## src/rtl/systolic_pkg.sv

```systemverilog
// systolic_pkg: FSM state codes and width helpers shared by the systolic tile engine
package systolic_pkg;
    localparam logic [1:0] IDLE  = 2'd0;
    localparam logic [1:0] LOAD  = 2'd1;
    localparam logic [1:0] FLUSH = 2'd2;
    localparam logic [1:0] DRAIN = 2'd3;
    typedef logic [1:0] state_t;
    function automatic int acc_width(input int dw, input int kmax);
        return 2 * dw + $clog2(kmax) + 4;
    endfunction
    function automatic int kw_of(input int kmax);
        return (kmax < 1) ? 1 : $clog2(kmax + 1);
    endfunction
endpackage

```

## src/rtl/systolic_pe.sv

```systemverilog
// systolic_pe: one MAC cell, passes a east and b south, accumulates a*b (saturating when SYSARR_SAT_EN is defined)
module systolic_pe
    import systolic_pkg::*;
#(
    parameter int DW = 8,
    parameter int AW = 28
) (
    input  logic          clk,
    input  logic          rst,
    input  logic          en,
    input  logic          clr,
    input  logic [DW-1:0] a_in,
    input  logic [DW-1:0] b_in,
    output logic [DW-1:0] a_out,
    output logic [DW-1:0] b_out,
    output logic [AW-1:0] acc
`ifdef SYSARR_SAT_EN
    ,
    output logic          sat
`endif
);
    logic [2*DW-1:0] prod;
    assign prod = a_in * b_in;
`ifdef SYSARR_SAT_EN
    logic [AW:0] sum;
    assign sum = {1'b0, acc} + {{(AW + 1 - 2 * DW){1'b0}}, prod};
`else
    logic [AW-1:0] sum;
    assign sum = acc + {{(AW - 2 * DW){1'b0}}, prod};
`endif
    // operand pass registers and accumulator; clear wins over accumulate, en low freezes the cell
    always_ff @(posedge clk or negedge rst) begin
        if (!rst) begin
            a_out <= '0;
            b_out <= '0;
            acc   <= '0;
`ifdef SYSARR_SAT_EN
            sat   <= 1'b0;
`endif
        end else begin
            if (en) begin
                a_out <= a_in;
                b_out <= b_in;
            end
`ifdef SYSARR_SAT_EN
            acc <= clr ? '0 : en ? (sum[AW] ? '1 : sum[AW-1:0]) : acc;
            sat <= clr ? 1'b0 : (sat | (en & sum[AW]));
`else
            acc <= clr ? '0 : en ? sum : acc;
`endif
        end
    end
endmodule

```

## src/rtl/systolic_tile_engine.sv

```systemverilog
// systolic_tile_engine: NxN output-stationary MAC array with input skew, K sequencer and row drain; SYSARR_SAT_EN adds saturation and sat_flag
module systolic_tile_engine
    import systolic_pkg::*;
#(
    parameter int N    = 4,
    parameter int DW   = 8,
    parameter int KMAX = 256,
    localparam int AW  = acc_width(DW, KMAX),
    localparam int KW  = kw_of(KMAX),
    localparam int RW  = $clog2(N)
) (
    input  logic            clk,
    input  logic            rst,
    input  logic            start,
    input  logic            acc_clear,
    input  logic [KW-1:0]   k_len,
    input  logic            in_valid,
    output logic            in_ready,
    input  logic [N*DW-1:0] a_vec,
    input  logic [N*DW-1:0] b_vec,
    output logic            res_valid,
    input  logic            res_ready,
    output logic [N*AW-1:0] res_data,
    output logic [RW-1:0]   res_row,
    output logic            busy,
    output logic            done
`ifdef SYSARR_SAT_EN
    ,
    output logic            sat_flag
`endif
);
    localparam int FW = $clog2(2 * N);
    state_t state;
    logic [KW-1:0] k_q, k_cnt;
    logic [FW-1:0] f_cnt;
    logic [RW-1:0] row;
    logic take, en, clr;
    logic [N*DW-1:0] a_inj, b_inj;
    logic [DW-1:0] a_h [N][N+1];
    logic [DW-1:0] b_v [N+1][N];
    logic [AW-1:0] acc_w [N][N];
    logic [N-1:0] edge_unused;
    assign in_ready  = state == LOAD;
    assign take      = in_ready & in_valid;
    assign en        = state != DRAIN;
    assign clr       = (state == IDLE) & start & acc_clear;
    assign busy      = state != IDLE;
    assign res_valid = state == DRAIN;
    assign res_row   = row;
    assign done      = res_valid & res_ready & (row == RW'(N - 1));
    assign a_inj     = take ? a_vec : '0;
    assign b_inj     = take ? b_vec : '0;
`ifdef SYSARR_SAT_EN
    logic [N*N-1:0] sat_w;
    assign sat_flag = |sat_w;
`endif
    // sequencer: latch k_len, count accepted beats, fixed-length flush, then hand out rows
    always_ff @(posedge clk or negedge rst) begin
        if (!rst) begin
            state <= IDLE;
            k_q   <= '0;
            k_cnt <= '0;
            f_cnt <= '0;
            row   <= '0;
        end else begin
            case (state)
                IDLE: if (start) begin
                    k_q   <= k_len;
                    k_cnt <= '0;
                    f_cnt <= '0;
                    state <= (k_len == '0) ? FLUSH : LOAD;
                end
                LOAD: if (in_valid) begin
                    k_cnt <= k_cnt + KW'(1);
                    if (k_cnt + KW'(1) == k_q) state <= FLUSH;
                end
                FLUSH: begin
                    f_cnt <= f_cnt + FW'(1);
                    row   <= '0;
                    if (f_cnt == FW'(2 * N - 2)) state <= DRAIN;
                end
                default: if (res_ready) begin
                    row <= (row == RW'(N - 1)) ? '0 : row + RW'(1);
                    if (row == RW'(N - 1)) state <= IDLE;
                end
            endcase
        end
    end
    for (genvar r = 0; r < N; r++) begin : g_row
        if (r == 0) begin : g_d0
            assign a_h[0][0] = a_inj[0+:DW];
            assign b_v[0][0] = b_inj[0+:DW];
        end else begin : g_dly
            logic [DW-1:0] a_sr [r];
            logic [DW-1:0] b_sr [r];
            // lane r delay lines so row r and column r see beat k r cycles later
            always_ff @(posedge clk or negedge rst) begin
                if (!rst) begin
                    for (int i = 0; i < r; i++) begin
                        a_sr[i] <= '0;
                        b_sr[i] <= '0;
                    end
                end else if (en) begin
                    a_sr[0] <= a_inj[r*DW+:DW];
                    b_sr[0] <= b_inj[r*DW+:DW];
                    for (int i = 1; i < r; i++) begin
                        a_sr[i] <= a_sr[i-1];
                        b_sr[i] <= b_sr[i-1];
                    end
                end
            end
            assign a_h[r][0] = a_sr[r-1];
            assign b_v[0][r] = b_sr[r-1];
        end
        assign edge_unused[r] = ^{a_h[r][N], b_v[N][r]};
        assign res_data[r*AW+:AW] = acc_w[row][r];
        for (genvar c = 0; c < N; c++) begin : g_col
            systolic_pe #(.DW(DW), .AW(AW)) u_pe (
                .clk   (clk),
                .rst   (rst),
                .en    (en),
                .clr   (clr),
                .a_in  (a_h[r][c]),
                .b_in  (b_v[r][c]),
                .a_out (a_h[r][c+1]),
                .b_out (b_v[r+1][c]),
                .acc   (acc_w[r][c])
`ifdef SYSARR_SAT_EN
                ,
                .sat   (sat_w[r*N+c])
`endif
            );
        end
    end
endmodule

```

## config.mk

```make
export PLATFORM = sky130hd
export DESIGN_NAME = systolic_tile_engine
export DESIGN_NICKNAME = d
export VERILOG_FILES = /design/src/rtl/systolic_pkg.sv /design/src/rtl/systolic_pe.sv /design/src/rtl/systolic_tile_engine.sv
export SDC_FILE = /design/constraint.sdc
export NUM_CORES = 2
export LEC_CHECK = 0
export CORE_MARGIN = 2
export CORE_UTILIZATION = 30
export CTS_CLUSTER_SIZE = 20
export DETAILED_ROUTE_END_ITERATION = 7
export GPL_TIMING_DRIVEN = 0
export PLACE_DENSITY = 0.46
export SLEW_MARGIN = 20
export SYNTH_ARGS = -nofsm -noshare
export SYNTH_HDL_FRONTEND = slang
export SYNTH_HIERARCHICAL = 1
export SYNTH_SLANG_ARGS = --single-unit
```

## constraint.sdc

```tcl
create_clock -name clk -period 6.4 [get_ports clk]
set_input_delay 1.28 -clock clk [delete_from_list [all_inputs] [get_ports clk]]
set_output_delay 1.28 -clock clk [all_outputs]
set_load 0.005 [all_outputs]
```

==> flow_summary.yaml <==
outcome:
  status: "finished clean"
hold_path:
  min_from: "g_row[1].g_dly.b_sr[0]"
  holdPathStages: 2
  hp-class: "register to register"
  whs_endpoint: "g_row[1].g_dly.b_sr[0]"
global_route:
  grt_use_met3_pct: 2.06
  grtUsageMet1_pct: 26.5
  grt_overflow: 0
  grt_util_all_layers_pct: 18.6
  grt_pass1_wl_um: 391000
  grt_pass1_vias: 63482
  grt_max_degree: 132
  top_usage_layer: "met2"
  antenna_found_initial: 15
  use_met2_pct: 29.9
route:
  finalWirelength_um: 250000
  first_iter_violations: 3711
  dr.pass1.iters: 6
  vias_per_cell: 4.88
  drcViolationCount: 0
  ant_nets: 0
  vias: 60583
  wl_per_cell_um: 20.1
flow_run:
  max-cap-violations: 0
finish:
  nets: 10347
  drive_gt1_share_pct: 8.53
  postLayoutCellArea_mm2: 0.0904
  areaGrowthSynthToFinish_pct: 12.6
  fillers: 27356
  layoutNonFillerInstCount: 12417
setup_path:
  cp_data_arrival_time_ps: 6720
  critical-path-max-stage-delay_ps: 560
  reg2reg_from: "state[1]"
  r2r_cells: 20
  end_kind: "register"
  worstReg2RegEnd: "g_row[0].g_col[0].u_pe/acc[27]"
  cp_top_family: "adder cells"
  path_buf_inv: 6
  r2r_setup_slack_ps: 320
  critical_path_class: "register to register"
  critPathSlowestCell: "fa_1"
  worst_ep_required_time_ps: 7040
  worstPathCellList: "inv_1, ha_1, clkbuf_4, clkbuf_2, and3_4, nand2_1, fa_1, inv_1, fa_1, fa_1, inv_1, fa_1, inv_1, ha_1, and3_1, a221oi_4, a211oi_2, nor3_2, or4_1, a21oi_1"
  critPathMaxFanout: 10
  critPathLaunchType: "register"
power_and_ir_drop:
  power.density_mw_per_mm2: 303
  p_leak_uw: 0.0454
  finalPower_uw: 27400
  peakVddDrop_mv: 0.233
clock_tree:
  cts_max_path_buffers: 3
  root_buffer: "clkbuf_16"
  clock_sinks: 761
  cts_tree: "yes"
  holdBufCountCts: 0
  clk_pin_slew_ps: 60
  htree_levels: 3
  cts_setup_buffers: 0
  worstSkewPairLatency_ps: 780
  cts_made_buffers: 98
sta:
  tightest_slew_ps: 1210
  fin_ws_ps: 321
  clock_skew_ps: 71.3
  fin_crit_ps: 6080
  setup_violations: 0
  slew_viol_final: 0
  min_period_over_period_pct: 95.0
  hold_violations: 0
  fmax_mhz: 165
  max_slew_margin_pct: 19.4
logic_synthesis:
  syn_area_per_cell_um2: 9.44
  yosysWarnings: 6
  netlist_area_mm2: 0.0802
  syn_inst: 8501
  syn-num-nets: 10044
place:
  placed_area_mm2: 0.0869
  post-dp-hpwl_um: 202000
  pre_cts_ws_ps: -1180
  place_congestion: 0.878
  dpl.cell_count: 12240
  io_buffers: 196
die:
  fp.dieArea_mm2: 0.272
  ios: 197
  core-area_mm2: 0.266
  die_h_um: 521
  fp-row-count: 189
  dieWidth_um: 521
  initial_core_util_pct: 30.2
## state kept, by name, indices dropped and copies added (netlist names), 3 cells and up
signal,flops
g_row.g_col.u_pe/acc,448
g_row.g_col.u_pe/a_out,96
g_row.g_col.u_pe/b_out,96
g_row.g_dly.a_sr,32
g_row.g_dly.b_sr,32
a_h,16
b_v,16
k_cnt,9
k_q,9
f_cnt,3
## cell usage in the layout (no fill, tap or decap), drive strengths merged, types with 50 or more instances in the layout
master         count
xnor2            108
dfrtp            761
mux4             112
o21a              55
a21oi            321
o211ai            54
nand4             53
nand2            824
and2             584
xor2              52
or3               50
clkbuf           316
nor2             465
mux2i            147
o21ai            255
mux2             340
inv             1605
fa               800
nor2b            112
buf               91
a21o              76
ha               664
nand3            118
and3              92
clkdlybuf4s50    194
## per-stage QoR
step / hold WS [ps] / TNS [ps] / util [%]
6_report: 483 / 0 / 34.0
3_5_place_dp: 472 / -17850 / 32.7
5_1_grt: 462 / -22.6 / 34.0
4_1_cts: 477 / 0 / 34.0
3_3_place_gp: 475 / - / 32.6
2_1_floorplan: 449 / 0 / -
## worst max-delay path by stage
stage	from	end	slack (ps)	cells after the start
6_report	state[1]	g_row[0].g_col[0].u_pe/acc[27]	320	20
5_1_grt	state[1]	g_row[0].g_col[0].u_pe/acc[27]	-20	19
4_1_cts	state[1]	g_row[0].g_col[0].u_pe/acc[25]	3	21
3_5_place_dp	in_valid	g_row[0].g_col[0].u_pe/acc[25]	-1180	19
3_3_place_gp	rst	g_row[2].g_col[1].u_pe/acc[13]	-33970	1
2_1_floorplan	in_valid	g_row[0].g_col[0].u_pe/acc[25]	590	18
## routing by layer
layer / share of wire, % / vias to the layer above
met5: 0 / -
met4: 2.9 / 0
met3: 3.4 / 253
met2: 46 / 1142
met1: 48 / 30858
li1: - / 28330
## tightest hold or removal path, stage by stage (launching register included)
cell	delay [ps]
dfrtp_1	340
nand2_1	50
o21ai_0	60
## timing repair
action | CTS | global route
setup endpoints to repair | 14 | 14
cloned | 0 | 0
resized for setup | 2 | 24
## final cells by class
cell class / instances / area (um^2) / share of cell area [%]
Sequential cell: 761 / 19000 / 21.1
Antenna cell: 6 / 15.0 / 0.0166
Multi-Input combinational cell: 5873 / 54200 / 59.9
Buffer: 260 / 1050 / 1.16
Inverter: 1604 / 6020 / 6.66
Clock inverter: 39 / 611 / 0.676
Clock buffer: 135 / 2810 / 3.11
Timing Repair Buffer: 206 / 2230 / 2.47
Tap cell: 3533 / 4420 / 4.89
## power by group
group	internal [uW]	leakage, uW	switching [uW]	total (uW)
Combinational	5220	0.0334	7550	12800
Sequential	6070	0.0104	2580	8650
Clock	3520	0.00167	2450	5970
Total	14800	0.0454	12600	27400
No activity file was read; power rests on OpenSTA's default activity.
